`config.mk`:
```
export PLATFORM = sky130hd
export DESIGN_NAME = mu_wb_arbiter
export DESIGN_NICKNAME = d
export VERILOG_FILES = /design/src/rtl/mu_wb_arbiter.sv
export SDC_FILE = /design/constraint.sdc
export NUM_CORES = 1
export LEC_CHECK = 0
export ABC_AREA = 1
export ABC_CLOCK_PERIOD_IN_PS = 1500
export CAP_MARGIN = 20
export CORE_UTILIZATION = 40
export DETAILED_ROUTE_END_ITERATION = 10
export PLACE_DENSITY = 0.74
export RECOVER_POWER = 25
export SYNTH_ARGS = -nofsm -noshare
export SYNTH_HDL_FRONTEND = slang
export SYNTH_SLANG_ARGS = --single-unit
```
`constraint.sdc`:
```
create_clock -name CLK -period 1.5 [get_ports CLK]
set_input_delay 0.15 -clock CLK [delete_from_list [all_inputs] [get_ports CLK]]
set_output_delay 0.15 -clock CLK [all_outputs]
set_load 0.01 [all_outputs]
```
`src/rtl/mu_wb_arbiter.sv`:
```
// rtl/mu_wb_arbiter.sv - merges multiply results onto the shared register-file write port
module mu_wb_arbiter #(
  parameter int DEPTH = 2
) (
  input  logic                     CLK,
  input  logic                     nRST,
  input  logic                     mu_done,
  input  logic                     mu_wen,
  input  logic [4:0]               mu_reg_rd,
  input  logic [31:0]              mu_wdata,
  input  logic                     pipe_wen,
  input  logic [4:0]               pipe_reg_rd,
  input  logic [31:0]              pipe_wdata,
  input  logic [4:0]               rs1_addr,
  input  logic [4:0]               rs2_addr,
  output logic                     rf_wen,
  output logic [4:0]               rf_reg_rd,
  output logic [31:0]              rf_wdata,
  output logic                     wb_stall,
  output logic                     rs1_pending,
  output logic                     rs2_pending,
  output logic [$clog2(DEPTH):0]   fifo_count
);

  localparam int PTR_W = $clog2(DEPTH);
  localparam int CNT_W = PTR_W + 1;

  logic             ent_valid [DEPTH];
  logic [4:0]       ent_rd    [DEPTH];
  logic [31:0]      ent_data  [DEPTH];
  logic [PTR_W-1:0] wr_ptr;
  logic [PTR_W-1:0] rd_ptr;
  logic [CNT_W-1:0] count;

  logic mu_push;
  logic pipe_req;
  logic full;
  logic empty;
  logic pop;
  logic bypass;
  logic push;
  logic pipe_accept;
  logic push_valid;

  assign mu_push     = mu_done & mu_wen & (mu_reg_rd != 5'd0);
  assign pipe_req    = pipe_wen & (pipe_reg_rd != 5'd0);
  assign full        = (count == CNT_W'(DEPTH));
  assign empty       = (count == '0);
  assign pipe_accept = pipe_req & ~full;
  assign push        = mu_push & ~bypass;
  // Pipe writes are always younger, so a same-register multiply result is dead on arrival.
  assign push_valid  = ~(pipe_accept && (mu_reg_rd == pipe_reg_rd));
  assign fifo_count  = count;

  always_comb begin
    rf_wen    = 1'b0;
    rf_reg_rd = 5'd0;
    rf_wdata  = 32'd0;
    wb_stall  = 1'b0;
    pop       = 1'b0;
    bypass    = 1'b0;
    if (full) begin
      rf_wen    = ent_valid[rd_ptr];
      rf_reg_rd = ent_rd[rd_ptr];
      rf_wdata  = ent_data[rd_ptr];
      wb_stall  = pipe_req;
      pop       = 1'b1;
    end else if (pipe_req) begin
      rf_wen    = 1'b1;
      rf_reg_rd = pipe_reg_rd;
      rf_wdata  = pipe_wdata;
    end else if (!empty) begin
      rf_wen    = ent_valid[rd_ptr];
      rf_reg_rd = ent_rd[rd_ptr];
      rf_wdata  = ent_data[rd_ptr];
      pop       = 1'b1;
    end else if (mu_push) begin
      rf_wen    = 1'b1;
      rf_reg_rd = mu_reg_rd;
      rf_wdata  = mu_wdata;
      bypass    = 1'b1;
    end
  end

  always_comb begin
    rs1_pending = 1'b0;
    rs2_pending = 1'b0;
    for (int i = 0; i < DEPTH; i++) begin
      if (ent_valid[i] && (ent_rd[i] == rs1_addr)) rs1_pending = 1'b1;
      if (ent_valid[i] && (ent_rd[i] == rs2_addr)) rs2_pending = 1'b1;
    end
    if (rs1_addr == 5'd0) rs1_pending = 1'b0;
    if (rs2_addr == 5'd0) rs2_pending = 1'b0;
  end

  // Later assignments win: invalidate, then retire the head, then write the tail.
  always_ff @(posedge CLK or negedge nRST) begin
    if (!nRST) begin
      for (int i = 0; i < DEPTH; i++) begin
        ent_valid[i] <= 1'b0;
        ent_rd[i]    <= 5'd0;
        ent_data[i]  <= 32'd0;
      end
      wr_ptr <= '0;
      rd_ptr <= '0;
      count  <= '0;
    end else begin
      if (pipe_accept) begin
        for (int i = 0; i < DEPTH; i++) begin
          if (ent_rd[i] == pipe_reg_rd) ent_valid[i] <= 1'b0;
        end
      end
      if (pop) begin
        ent_valid[rd_ptr] <= 1'b0;
        rd_ptr            <= rd_ptr + PTR_W'(1);
      end
      if (push) begin
        ent_valid[wr_ptr] <= push_valid;
        ent_rd[wr_ptr]    <= mu_reg_rd;
        ent_data[wr_ptr]  <= mu_wdata;
        wr_ptr            <= wr_ptr + PTR_W'(1);
      end
      case ({push, pop})
        2'b10:   count <= count + CNT_W'(1);
        2'b01:   count <= count - CNT_W'(1);
        default: count <= count;
      endcase
    end
  end

endmodule

```
==> results.toml <==
[status]
status = "finished, violations left"
failed_checks = "setup timing"

[setup_path]
rr_startpoint = "fifo_count[0]"
cp.required_ns = 1.35
cp-start-kind = "flip-flop"
critPathLaunch = "fifo_count[0]"
path_class = "reg -> out"
r2r-end = "ent_rd[0]"
endpoint = "rf_wdata[10]"
worstRegToRegCells = 10
cp-end-kind = "output port"
critPathMaxFanout = 11
arrival_ns = 1.83
r2r_slack_ns = -0.26

[synth]
async_flop_share_pct = 100
synth-edff-count = 0
syn-cell-area_um2 = 4980
ys_seq_area_share_pct = 40.2
synthesis.nets = 782
yosys.area.top_type = "dfrtp_1"
synth-seq-cells = 80
yosysTopAreaCellShare_pct = 40.2
synth.distinct_cells = 36
yosys_most_used_dff = "dfrtp_1"
ys_top_cells_by_count = "260 x nand2_1, 80 x dfrtp_1, 69 x inv_1"
yosys-top-cells-area = "dfrtp_1 40%, nand2_1 20%, inv_1 5.2%"
synthCells = 692
yosysMostFrequentCell = "nand2_1"
synth_area_per_cell_um2 = 7.20
yosysWarnings = 0

[route]
route.vias.total = 6220
drc = 0
drtAntennaViolNets = 0
drt-wirelength-per-cell_um = 18.6
firstDrtPassIters = 6
drt-initial-drc-count = 635
drt-total-wl_mm = 21.1
vias_per_cell = 5.48

[placement]
post-dp-hpwl_mm = 10.5
dp.cells = 1059
place_ws_ns = -0.796
postPlaceCellArea_um2 = 7210
port_buffers = 131
gp_congestion = 0.937

[global_route]
use_met3_pct = 5.53
grt_pass1_vias = 6123
grt_pass1_wl_mm = 31.5
grt_use_met2_pct = 54.1
grt_max_degree = 39
antenna_found_initial = 0
gr-total-overflow = 0
grtUsageTotal_pct = 31.8
busiest_layer = "met2"
met1_usage_pct = 38.5

[layout]
design_area_um2 = 8990
area_delta_synth_final_pct = 80.4
antenna_cells = 0
final_nets = 1053
final_layout_size_suffix_gt1_share_pct = 43.6
fin_util_pct = 74.5
fin_cells = 1136

[min_path]
hp-class = "in -> reg"

[sta]
fmax_mhz = 505
fin_crit_sh_pct = 132
fin_crit_ns = 1.98
slew_viol_final = 0
skew_ns = 0.00599
worstMarginPinSlew_ns = 0.544
rsz0062_at_grt = "true"
hold_violations = 0
final.setup.tns_ns = -31.66
holdWs_ns = 0.237
slew_headroom_pct = 63.8
setup_slack_ns = -0.482
setup_viol = 119

[clocking]
cts_buffers = 9
clk_pin_slew_ns = 0.06
cts_tree = "yes"
clk_latency_ns = 0.34
h-tree-depth = 3
clock_path_buffers = 2
clockRootBuffer = "clkbuf_16"
clkSinkCount = 80

[floorplanning]
die_x_um = 114
floorplan.initialDensity_pct = 41.3
coreArea_um2 = 12100
rows = 40
die_area_um2 = 12900
io_pins = 132
die_h_um = 114

[pwr]
swShare_pct = 42.9
internal_power_mw = 9.36
leakagePower_nw = 4.48
power_frac_seq_pct = 23.8
power_mw = 16.4
power_density_nw_per_um2 = 1820
ir_drop_uv = 769
power_switching_mw = 7.04
clockPowerShare_pct = 14.7
pwr-share-comb_pct = 61.5

[run]
maxCapViolCount = 0
placed cells by master (no fill, tap or decap), types with 4 or more instances in the layout:
master,netlist,layout
nand3_4,2,4
nor2_2,1,8
nand2_1,260,159
xor2_1,7,7
buf_12,0,20
inv_4,3,4
o21ai_2,5,38
a21oi_1,12,11
buf_2,10,40
nand2_2,2,61
nand3_2,2,4
nand3_1,15,11
o22ai_1,5,5
clkdlybuf4s50_1,0,76
nand4_1,6,6
nor2_1,37,27
nand2_4,1,41
nor2_4,1,4
clkbuf_16,0,10
a31oi_1,24,11
o211ai_1,32,32
inv_8,0,8
inv_1,69,58
a31oi_2,0,12
inv_16,0,4
inv_12,0,8
dfrtp_1,80,77
o21ai_0,46,17
xnor2_1,9,9
inv_2,3,12
dlygate4sd2_1,0,10
buf_4,4,96
buf_6,14,21
o21ai_1,23,18
critical path: stages, from the launching register on:
cell	delay [ns]
dfrtp_2	0.43
nor2_4	0.19
inv_4	0.08
nor2_8	0.12
buf_12	0.15
buf_12	0.13
nand2_1	0.07
a31oi_1	0.16
buf_2	0.16
state kept, by name, indices dropped and copies added, names as in the netlist:
| register | count |
|---|---|
| rd_ptr | 1 |
| wr_ptr | 1 |
| ent_valid | 2 |
| ent_rd | 10 |
| fifo_count | 2 |
| ent_data | 64 |
cells by family after synthesis:
kind of cell / Yosys count / synth area share, %
xor+xnor: 16 / 2.81
flops: 80 / 40.2
fa+ha+maj: 1 / 0.251
compound gates: 150 / 17.9
simple gates: 332 / 27.4
buf+inv: 113 / 11.4
worst min-delay path by stage:
stage / startpoint / end / slack [ns] / cells past startpoint
after floorplan: nRST / ent_data[0] / -0.15 / 0
after global placement: nRST / ent_data[19] / 0.05 / 1
after detailed placement: nRST / ent_data[19] / 0.05 / 1
after CTS: nRST / ent_data[19] / 0.27 / 2
after global routing: mu_reg_rd[1] / ent_rd[1] / 0.25 / 4
final: mu_reg_rd[1] / ent_rd[6] / 0.24 / 4
power by group through the flow:
| stage | Clock, mW | Sequential, mW | Combinational [mW] |
|---|---|---|---|
| after global placement | 0 | 3.82 | 7.92 |
| after CTS | 2.37 | 3.83 | 9.09 |
| after floorplan | 0 | 3.73 | 4.51 |
| final | 2.41 | 3.91 | 10.1 |
| after detailed placement | 0 | 3.87 | 8.02 |
| after global routing | 2.49 | 3.99 | 10.8 |
area by class of cell:
class,instances,area (um^2)
clock buffers,10,229
clock inverters,6,91.3
fillers,810,3070
inverters,76,329
multi-input cells,499,3220
flip-flops and latches,80,2010
well taps,168,210
repair buffers,276,2620
repair inverters,21,293
per-layer routing:
| metal | part of all wire, % | vias to the layer above | wire length [um] |
|---|---|---|---|
| met1 | 38 | 2974 | 8050 |
| met4 | 5.4 | 0 | 1140 |
| li1 | - | 2808 | - |
| met5 | 0 | - | 0 |
| met2 | 49 | 340 | 10400 |
| met3 | 7.4 | 98 | 1560 |
repair_timing:
item,in CTS,in global routing
hold buffers,1,0
hold endpoints to repair,17,0
pin swaps,28,19
gates resized for setup,402,93
gates cloned,24,1
endpoints found under the setup margin,122,121
buffers inserted,29,10
(Power assumes the default switching activity.)
